**config.mk**
```make
export PLATFORM = sky130hd
export DESIGN_NAME = clint_mmio
export DESIGN_NICKNAME = d
export VERILOG_FILES = /design/src/rtl/clint_mmio.sv
export SDC_FILE = /design/constraint.sdc
export NUM_CORES = 1
export LEC_CHECK = 0
export ABC_AREA = 1
export ABC_CLOCK_PERIOD_IN_PS = 2400
export BUFFER_PORTS_ARGS = -buffer_cell sky130_fd_sc_hd__buf_4
export CORE_MARGIN = 3
export CORE_UTILIZATION = 62
export DETAILED_ROUTE_END_ITERATION = 10
export GPL_TIMING_DRIVEN = 0
export HOLD_SLACK_MARGIN = 0.03
export MAX_ROUTING_LAYER = met4
export PLACE_DENSITY = 0.86
export SYNTH_ARGS = -nofsm -noshare
export SYNTH_HDL_FRONTEND = slang
export SYNTH_SLANG_ARGS = --single-unit
```
**constraint.sdc**
```tcl
create_clock -name clk -period 2.4 [get_ports clk]
set_clock_uncertainty 0.1 [all_clocks]
set_input_delay 0.24 -clock clk [delete_from_list [all_inputs] [get_ports clk]]
set_output_delay 0.24 -clock clk [all_outputs]
set_load 0.005 [all_outputs]
```
**src/rtl/clint_mmio.sv**
```systemverilog
// Core-local interruptor on the CPU data bus: msip, 64-bit mtime/mtimecmp and
// the machine software/timer interrupt lines, behind a 3-cycle request FSM.
module clint_mmio #(
    parameter logic [31:0] BASE_ADDR = 32'h0200_0000,
    parameter int unsigned TICK_DIV  = 1
) (
    input  logic        clk,
    input  logic        reset,
    input  logic [31:0] addr,
    input  logic [31:0] wdata,
    input  logic        wen,
    input  logic        ren,
    input  logic [3:0]  byte_select,
    output logic [31:0] rdata,
    output logic        memReady,
    output logic        hit,
    output logic        msw_irq,
    output logic        mtimer_irq
);
    localparam int unsigned   PW     = (TICK_DIV > 1) ? $clog2(TICK_DIV) : 1;
    localparam logic [PW-1:0] PS_MAX = PW'(TICK_DIV - 1);

    // Word offsets (addr[15:2]) of the mapped registers
    localparam logic [13:0] OFF_MSIP  = 14'h0000;
    localparam logic [13:0] OFF_CMPLO = 14'h1000;
    localparam logic [13:0] OFF_CMPHI = 14'h1001;
    localparam logic [13:0] OFF_MTLO  = 14'h2FFE;
    localparam logic [13:0] OFF_MTHI  = 14'h2FFF;

    typedef enum logic [1:0] {IDLE, BUSY, RESP} state_e;

    state_e        state_q, state_d;
    logic [13:0]   addr_q, addr_d;
    logic [31:0]   wdata_q, wdata_d;
    logic [3:0]    be_q, be_d;
    logic          wr_q, wr_d;
    logic [31:0]   rdata_q, rdata_d;
    logic          msip_q, msip_d;
    logic [63:0]   mtime_q, mtime_d;
    logic [63:0]   mtimecmp_q, mtimecmp_d;
    logic [PW-1:0] presc_q, presc_d;
    logic          tirq_q, tirq_d;

    logic          commit, tick;
    logic [31:0]   bmask, rd_word;

    logic unused_bits;
    assign unused_bits = &{1'b0, addr[1:0]};

    assign hit        = (ren | wen) && (addr[31:16] == BASE_ADDR[31:16]);
    assign memReady   = (state_q == RESP);
    assign rdata      = rdata_q;
    assign msw_irq    = msip_q;
    assign mtimer_irq = tirq_q;

    assign commit = (state_q == BUSY) && wr_q;
    assign tick   = (presc_q == PS_MAX);
    assign bmask  = {{8{be_q[3]}}, {8{be_q[2]}}, {8{be_q[1]}}, {8{be_q[0]}}};

    function automatic logic [31:0] merge(input logic [31:0] old, input logic [31:0] nw,
                                          input logic [31:0] m);
        return (old & ~m) | (nw & m);
    endfunction

    always_comb begin
        rd_word = 32'h0;
        case (addr_q)
            OFF_MSIP:  rd_word = {31'h0, msip_q};
            OFF_CMPLO: rd_word = mtimecmp_q[31:0];
            OFF_CMPHI: rd_word = mtimecmp_q[63:32];
            OFF_MTLO:  rd_word = mtime_q[31:0];
            OFF_MTHI:  rd_word = mtime_q[63:32];
            default:   rd_word = 32'h0;
        endcase
    end

    always_comb begin
        state_d = state_q;
        addr_d  = addr_q;
        wdata_d = wdata_q;
        be_d    = be_q;
        wr_d    = wr_q;
        rdata_d = rdata_q;
        case (state_q)
            IDLE: if (hit) begin
                state_d = BUSY;
                addr_d  = addr[15:2];
                wdata_d = wdata;
                be_d    = byte_select;
                wr_d    = wen;      // wen wins over a simultaneous ren
            end
            BUSY: begin
                state_d = RESP;
                if (!wr_q) rdata_d = rd_word;
            end
            RESP:    state_d = IDLE;
            default: state_d = IDLE;
        endcase
    end

    always_comb begin
        presc_d    = tick ? '0 : presc_q + PW'(1);
        msip_d     = msip_q;
        mtimecmp_d = mtimecmp_q;
        mtime_d    = tick ? mtime_q + 64'd1 : mtime_q;
        if (commit) begin
            case (addr_q)
                OFF_MSIP:  if (be_q[0]) msip_d = wdata_q[0];
                OFF_CMPLO: mtimecmp_d[31:0]  = merge(mtimecmp_q[31:0], wdata_q, bmask);
                OFF_CMPHI: mtimecmp_d[63:32] = merge(mtimecmp_q[63:32], wdata_q, bmask);
                // A software write replaces the whole counter, so that edge's tick is lost
                OFF_MTLO:  mtime_d = {mtime_q[63:32], merge(mtime_q[31:0], wdata_q, bmask)};
                OFF_MTHI:  mtime_d = {merge(mtime_q[63:32], wdata_q, bmask), mtime_q[31:0]};
                default: ;
            endcase
        end
        tirq_d = (mtime_q >= mtimecmp_q);
    end

    always_ff @(posedge clk or negedge reset) begin
        if (!reset) begin
            state_q    <= IDLE;
            addr_q     <= '0;
            wdata_q    <= '0;
            be_q       <= '0;
            wr_q       <= 1'b0;
            rdata_q    <= '0;
            msip_q     <= 1'b0;
            mtime_q    <= '0;
            mtimecmp_q <= '1;
            presc_q    <= '0;
            tirq_q     <= 1'b0;
        end else begin
            state_q    <= state_d;
            addr_q     <= addr_d;
            wdata_q    <= wdata_d;
            be_q       <= be_d;
            wr_q       <= wr_d;
            rdata_q    <= rdata_d;
            msip_q     <= msip_d;
            mtime_q    <= mtime_d;
            mtimecmp_q <= mtimecmp_d;
            presc_q    <= presc_d;
            tirq_q     <= tirq_d;
        end
    end
endmodule
```
==> results.json, run 1 <==
{
  "status": "completed",
  "core_sq_um": 22230,
  "cts_root_buf": "clkbuf_16",
  "ys_ff_latch": 215,
  "design.die.area_sq_um": 24960,
  "end_kind": "flop",
  "critPathLaunchType": "flop",
  "worstReg2RegEnd": "mtime_q[59]$_DFFE_PN0P_",
  "clock-sinks": 215,
  "cp_data_required_time_ns": 2.71,
  "h-tree-depth": 1,
  "rrSetupSlack_ns": 0.01,
  "synthFlopType": "dfrtp_1",
  "critPathBufInv": 0,
  "yosysSeqAreaShare_pct": 38.13,
  "vias": 16020,
  "portBuffers": 105,
  "ys_warn_count": 0,
  "finalSetupTns_ns": 0,
  "cp_common_cell": "nand2_1",
  "leakage_nw": 7.980,
  "layout_common_cells": "nand2_1 (662), inv_1 (254), nor2_1 (161), dfrtp_1 (147), o21ai_0 (125)",
  "num_rows": 54,
  "hold_path_class": "in2async",
  "placedCellCount": 2401,
  "drt.antenna.violating_nets": 0,
  "cp_max_fo": 6,
  "fmax_mhz": 418.6,
  "setup_violations": 0,
  "drt_wl_total_microns": 59000,
  "dr.pass1.iters": 8,
  "first_global_vias": 15640,
  "cp_slowest_cell": "dfrtp_1",
  "pin_count": 108,
  "synth_edf_count": 0,
  "wl_per_cell_microns": 23.51,
  "slew_headroom_pct": 29.01,
  "clock_latency_ns": 0.54,
  "rr_startpoint": "mtime_q[33]$_DFFE_PN0P_",
  "synth.cell_area_sq_um": 14320,
  "r2r_cells": 9,
  "layout.cells.non_filler": 2509,
  "fin_crit_sh_pct": 99.53,
  "cts_buffer_depth": 3,
  "power.density_nw_per_um2": 461.1,
  "cts_tree": "done",
  "cap_viol_max_count": 0,
  "path_class": "reg2reg",
  "path_clk_slew_ns": 0.06,
  "numCtsBuffers": 25,
  "final_common_cell": "nand2_1",
  "power_w": 0.007881,
  "antenna_cells": 0,
  "final_max_slew_viol_count": 0,
  "critPathTopFamily": "simple AND/OR/NAND/NOR gates",
  "synthCells": 2015,
  "worstMarginPinSlew_ns": 1.065,
  "via_per_inst": 6.387,
  "hold_viol_final": 0,
  "layout_setup_ws_ns": 0.01131,
  "ys_async_sr_fraction_pct": 100.0,
  "synth_cell_types": 46,
  "syn_avg_cell_area_sq_um": 7.107,
  "pre_cts_ws_ns": -0.2866,
  "grt_overflow": 0,
  "worstPathArrival_ns": 2.70,
  "rsz0062_at_grt": "false",
  "critPathMaxStageDelay_ns": 0.50,
  "gp_congestion": 1.111,
  "layout-drive-gt1-share_pct": 16.69,
  "peakVddDrop_uv": 602.1,
  "area_growth_pct": 19.36,
  "dieHeight_microns": 158.0,
  "syn_nets": 2152,
  "die_width_microns": 158.0,
  "antenna_found_initial": 0,
  "drtIter0Drc": 2295,
  "cp_cell_sequence": "nand2_1 > nor2_1 > nand2_1 > nor2_1 > nand3_1 > o21ai_0 > nand2_1 > nand2_1 > nand3_1",
  "final_net_count": 2348,
  "crit_start": "mtime_q[33]$_DFFE_PN0P_",
  "drc": 0,
  "grt_pass1_wl_microns": 88650,
  "grt_usage_pct": 48.45,
  "min_period_ns": 2.389,
  "hpwl_microns": 40480,
  "grt_max_degree": 121,
  "initial_core_util_pct": 64.43
}
## worst reg2reg max path: cells and delay by family, from the launching register on
kind	cells	cell delay (ns)
simple gates	8	1.45
flops	1	0.50
compound gates	1	0.21
## worst max-delay path by stage
stage	end	slack, ns	depth (start not counted)
after floorplan	mtime_q[56]$_DFFE_PN0P_	0.51	10
after global placement	wdata_q[20]$_DFFE_PN0P_	-0.46	1
after detailed placement	mtime_q[48]$_DFFE_PN0P_	-0.29	9
after CTS	mtime_q[57]$_DFFE_PN0P_	0.007	11
after global routing	rdata[10]$_DFFE_PN0P_	0.002	9
final	mtime_q[59]$_DFFE_PN0P_	0.01	9
## layer usage
layer / global-route usage (%) / wire length (microns) / up-vias
met2: 71.95 / 25330 / 1338
met1: 58.94 / 20760 / 7420
li1: - / - / 6871
met3: 13.40 / 8223 / 395
met4: 29.33 / 4689 / 0
met5: - / 0 / -
## timing repair
item	CTS	global route
hold buffers	52	0
endpoints found under the hold margin	110	0
resized for setup	16	48
setup buffers	3	9
pin swaps	2	3
endpoints found under the setup margin	73	97
## report_power, final
group | switching (W) | internal [W]
clock network | 0.00165 | 0.00236
registers | 0.000000579 | 0.00363
logic | 0.000113 | 0.000133
total | 0.00176 | 0.00612
## per-stage QoR
| stage | area [sq um] | utilization [%] | hold slack (ns) |
|---|---|---|---|
| floorplan | 14320 | - | -0.1556 |
| CTS | 16920 | 76.12 | 0.2454 |
| global placement | 15460 | 69.55 | 0.3333 |
| detailed placement | 15490 | 69.71 | 0.1961 |
| global route | 17090 | 76.90 | 0.2804 |
| finish | 17090 | 76.90 | 0.2016 |
## layout make-up
cell class | count | area, sq um
fillers | 1561 | 5135
multi-input cells | 1471 | 7597
clock buffers | 35 | 703.2
well taps | 280 | 350.3
flip-flops and latches | 215 | 5465
clock inverters | 10 | 127.6
inverters | 261 | 982.2
plain buffers | 67 | 384.1
repair buffers | 170 | 1484
## kinds of logic (layout without fill, tap and decap cells)
family | count (synthesis) | count (layout) | share of synthesized area (%)
simple gates | 1028 | 1028 | 30.04
compound gates | 351 | 351 | 15.15
buf+inv | 329 | 543 | 9.357
flops | 215 | 215 | 38.13
fa+ha+maj | 65 | 65 | 5.679
xor+xnor | 27 | 27 | 1.651
## synth_stat cells (all sizes together), types with 2 or more instances
library cell / instances / area [sq um]
xor2: 26 / 227.7
buf: 29 / 211.5
inv: 260 / 978.4
o21ai: 211 / 1292
nand3b: 5 / 37.54
o21a: 15 / 112.6
a21oi: 55 / 275.3
nor4: 2 / 12.51
nor2: 175 / 694.4
and2: 5 / 31.28
nor3: 27 / 173.9
dfrtp: 151 / 3779
o21bai: 9 / 67.56
nand3: 120 / 630.6
clkbuf: 39 / 146.4
nand4: 16 / 100.1
nand2: 674 / 2595
ha: 65 / 813.3
or2: 2 / 12.52
dfstp: 64 / 1682
o22ai: 35 / 219.0
o221ai: 7 / 61.31
o211ai: 15 / 112.6
Note: power is estimated with default switching activity, not from simulation.
==> inputs of run 2 (changes only) <==
ABC_AREA = not set   (was 1)
CORE_UTILIZATION = 60   (was 62)
PLACE_DENSITY = 0.84   (was 0.86)
RECOVER_POWER = 25   (was not set)
==> run 2 against run 1 <==
Net effect: the run now ends with setup timing left; wire length fell by 31%; maximum frequency fell by 5.0%; area after synthesis fell by 16%; critical path depth fell by 1; register-to-register slack got worse by 0.13 ns; hold slack improved by 0.064 ns; via count fell by 27%; global-route usage fell by 13 points; clock power fell by 8.8%; sequential share of layout area rose by 3.1 points.
==> results.json, run 2 <==
{
  "status": "finished with violations",
  "violations": "setup timing",
  "cp_slowest_cell": "dfstp_2",
  "critPathLaunchType": "flop",
  "synthTopCellsByCount": "dfrtp_1 (151), mux2_2 (135), nand2_1 (124)",
  "ys_ff_latch": 215,
  "synthCells": 1180,
  "cp_cell_sequence": "inv_1 > ha_1 > a21o_1 > a211oi_1 > o311a_4 > o2111ai_4 > a41oi_4 > o21ai_1",
  "numCtsBuffers": 24,
  "rsz0062_at_grt": "true",
  "final_net_count": 1570,
  "first_global_vias": 11240,
  "fillCellCount": 1150,
  "power.density_nw_per_um2": 481.8,
  "worstMarginPinSlew_ns": 1.494,
  "layout-drive-gt1-share_pct": 37.93,
  "drt.antenna.violating_nets": 0,
  "yosysTopAreaCell": "dfrtp_1",
  "grt_usage_pct": 35.72,
  "portBuffers": 105,
  "ys_warn_count": 0,
  "antenna_found_initial": 0,
  "die_width_microns": 147.6,
  "area_growth_pct": 29.83,
  "synth.cell_area_sq_um": 12030,
  "synthFlopType": "dfrtp_1",
  "clock_latency_ns": 0.52,
  "h-tree-depth": 1,
  "drt_wl_total_microns": 40790,
  "hold_path_class": "in2reg",
  "antenna_cells": 0,
  "post-route-util_pct": 79.70,
  "yosysSeqAreaShare_pct": 45.41,
  "ys_async_sr_fraction_pct": 100.0,
  "layout_common_cells": "buf_4 (165), mux2_2 (135), dfrtp_1 (135), nand2_1 (112), inv_1 (75)",
  "core_sq_um": 19590,
  "leakage_nw": 7.029,
  "syn_nets": 1317,
  "fmax_mhz": 397.8,
  "synth_edf_count": 0,
  "synth_most_common_cell": "dfrtp_1",
  "end_kind": "flop",
  "fin_crit_sh_pct": 104.7,
  "slew_headroom_pct": 0.3737,
  "min_period_ns": 2.514,
  "dieHeight_microns": 147.6,
  "clock-sinks": 215,
  "hold_viol_final": 0,
  "path_class": "reg2reg",
  "wl_per_cell_microns": 23.78,
  "cts_tree": "done",
  "final_max_slew_viol_count": 0,
  "vias": 11710,
  "grt_pass1_wl_microns": 60510,
  "cts_root_buf": "clkbuf_16",
  "num_rows": 51,
  "gp_congestion": 0.9686,
  "place_area_sq_um": 13180,
  "cts_buffer_depth": 3,
  "fin_area_sq_um": 15610,
  "pin_count": 108,
  "layout_setup_ws_ns": -0.1137,
  "pre_cts_ws_ns": -0.7348,
  "path_clk_slew_ns": 0.06,
  "r2r_cells": 8,
  "cp_data_required_time_ns": 2.69,
  "dr.pass1.iters": 8,
  "drtIter0Drc": 1521,
  "syn_avg_cell_area_sq_um": 10.19,
  "min_delay_path_depth": 5,
  "grt_overflow": 0,
  "critPathMaxStageDelay_ns": 0.54,
  "hpwl_microns": 25200,
  "via_per_inst": 6.826,
  "cap_viol_max_count": 0,
  "peakVddDrop_uv": 479.8,
  "ys_top_cells_by_area": "dfrtp_1 (31%), dfstp_2 (14%), mux2_2 (13%), ha_1 (6.8%), nand2_1 (3.9%)",
  "worstPathArrival_ns": 2.80,
  "cp_max_fo": 3,
  "synth_cell_types": 65,
  "synth_top_area_share_pct": 31.42,
  "drc": 0,
  "final_common_cell": "buf_4",
  "setup_violations": 18,
  "initial_core_util_pct": 61.38,
  "grt_max_degree": 110,
  "design.die.area_sq_um": 21780
}
[run 2: cell types whose count changed after synthesis, moves of 63 or more]
cell and change:
nand2_1 -540, mux2_2 +135, o21ai_2 -63, nand3_1 -89, nor2_1 -98, inv_1 -179
[run 2: final cells by class]
class | count | area (sq um) | share of cell area (%)
Multi-Input combinational cell | 839 | 6551 | 41.96
Clock buffer | 36 | 716.9 | 4.592
Inverter | 77 | 289.0 | 1.851
Tap cell | 265 | 331.6 | 2.124
Sequential cell | 215 | 5480 | 35.10
Buffer | 46 | 279.0 | 1.787
Timing Repair Buffer | 230 | 1904 | 12.20
Clock inverter | 7 | 60.06 | 0.3847
[run 2: stage by stage]
step / cells / total power [W] / setup TNS, ns / hold WS (ns)
floorplan: 1180 / 0.003698 / 0 / -0.1556
global placement: 1550 / 0.003851 / -143.25 / 0.3482
detailed placement: 1551 / 0.003863 / -75.41 / 0.2414
CTS: 1682 / 0.007535 / -0.3048 / 0.2316
global route: 1715 / 0.007691 / -1.791 / 0.2785
finish: 1715 / 0.007522 / -0.8244 / 0.2653
[run 2: timing repair]
| action | 4_1_cts | 5_1_grt |
|---|---|---|
| pin swaps | 24 | 36 |
| gates resized for setup | 87 | 89 |
| setup buffers | 36 | 34 |
| endpoints found under the setup margin | 160 | 200 |
| hold buffers | 54 | 0 |
| endpoints found under the hold margin | 119 | 0 |
[run 2: kinds of logic after synthesis]
logic type,share of synthesized area [%]
simple gates,15.71
compound gates,14.98
flops,45.41
mux,13.00
buf+inv,4.141
fa+ha+maj,6.763
[run 2: worst max-delay path: cells and delay by family, from the launching register on]
| kind | cells | cell delay [ns] |
|---|---|---|
| compound gates | 6 | 1.41 |
| fa+ha+maj | 1 | 0.30 |
| buf+inv | 1 | 0.04 |
| flops | 1 | 0.54 |
[run 2: per-layer routing]
| layer | wire, microns | global-route usage (%) | vias up |
|---|---|---|---|
| met5 | 0 | - | - |
| met4 | 2805 | 16.03 | 0 |
| met3 | 4373 | 6.652 | 261 |
| met2 | 19140 | 56.96 | 900 |
| met1 | 14470 | 44.78 | 5636 |
| li1 | - | - | 4910 |
[run 2: final timing paths]
check                                            from                       to  slack, ns
worst max-delay path                             flop     mtimer_irq$_DFF_PN0_      -0.11
worst min-delay path                         addr[30]      be_q[3]$_DFFE_PN0P_       0.27
worst max register to register                   flop     mtimer_irq$_DFF_PN0_      -0.11
worst min register to register  rdata[27]$_DFFE_PN0P_    rdata[27]$_DFFE_PN0P_       0.38
max in group asynchronous                       reset  mtime_q[36]$_DFFE_PN0P_       0.41
min in group asynchronous                       reset    rdata[27]$_DFFE_PN0P_       0.53
[run 2: report_power, final]
group	switching [W]	leakage, nW	total, W	internal (W)
sequential	0.000000688	2.71	0.00363	0.00363
combinational	0.000107	3.93	0.000240	0.000133
clock	0.00149	0.389	0.00365	0.00216
total	0.00160	7.03	0.00752	0.00593
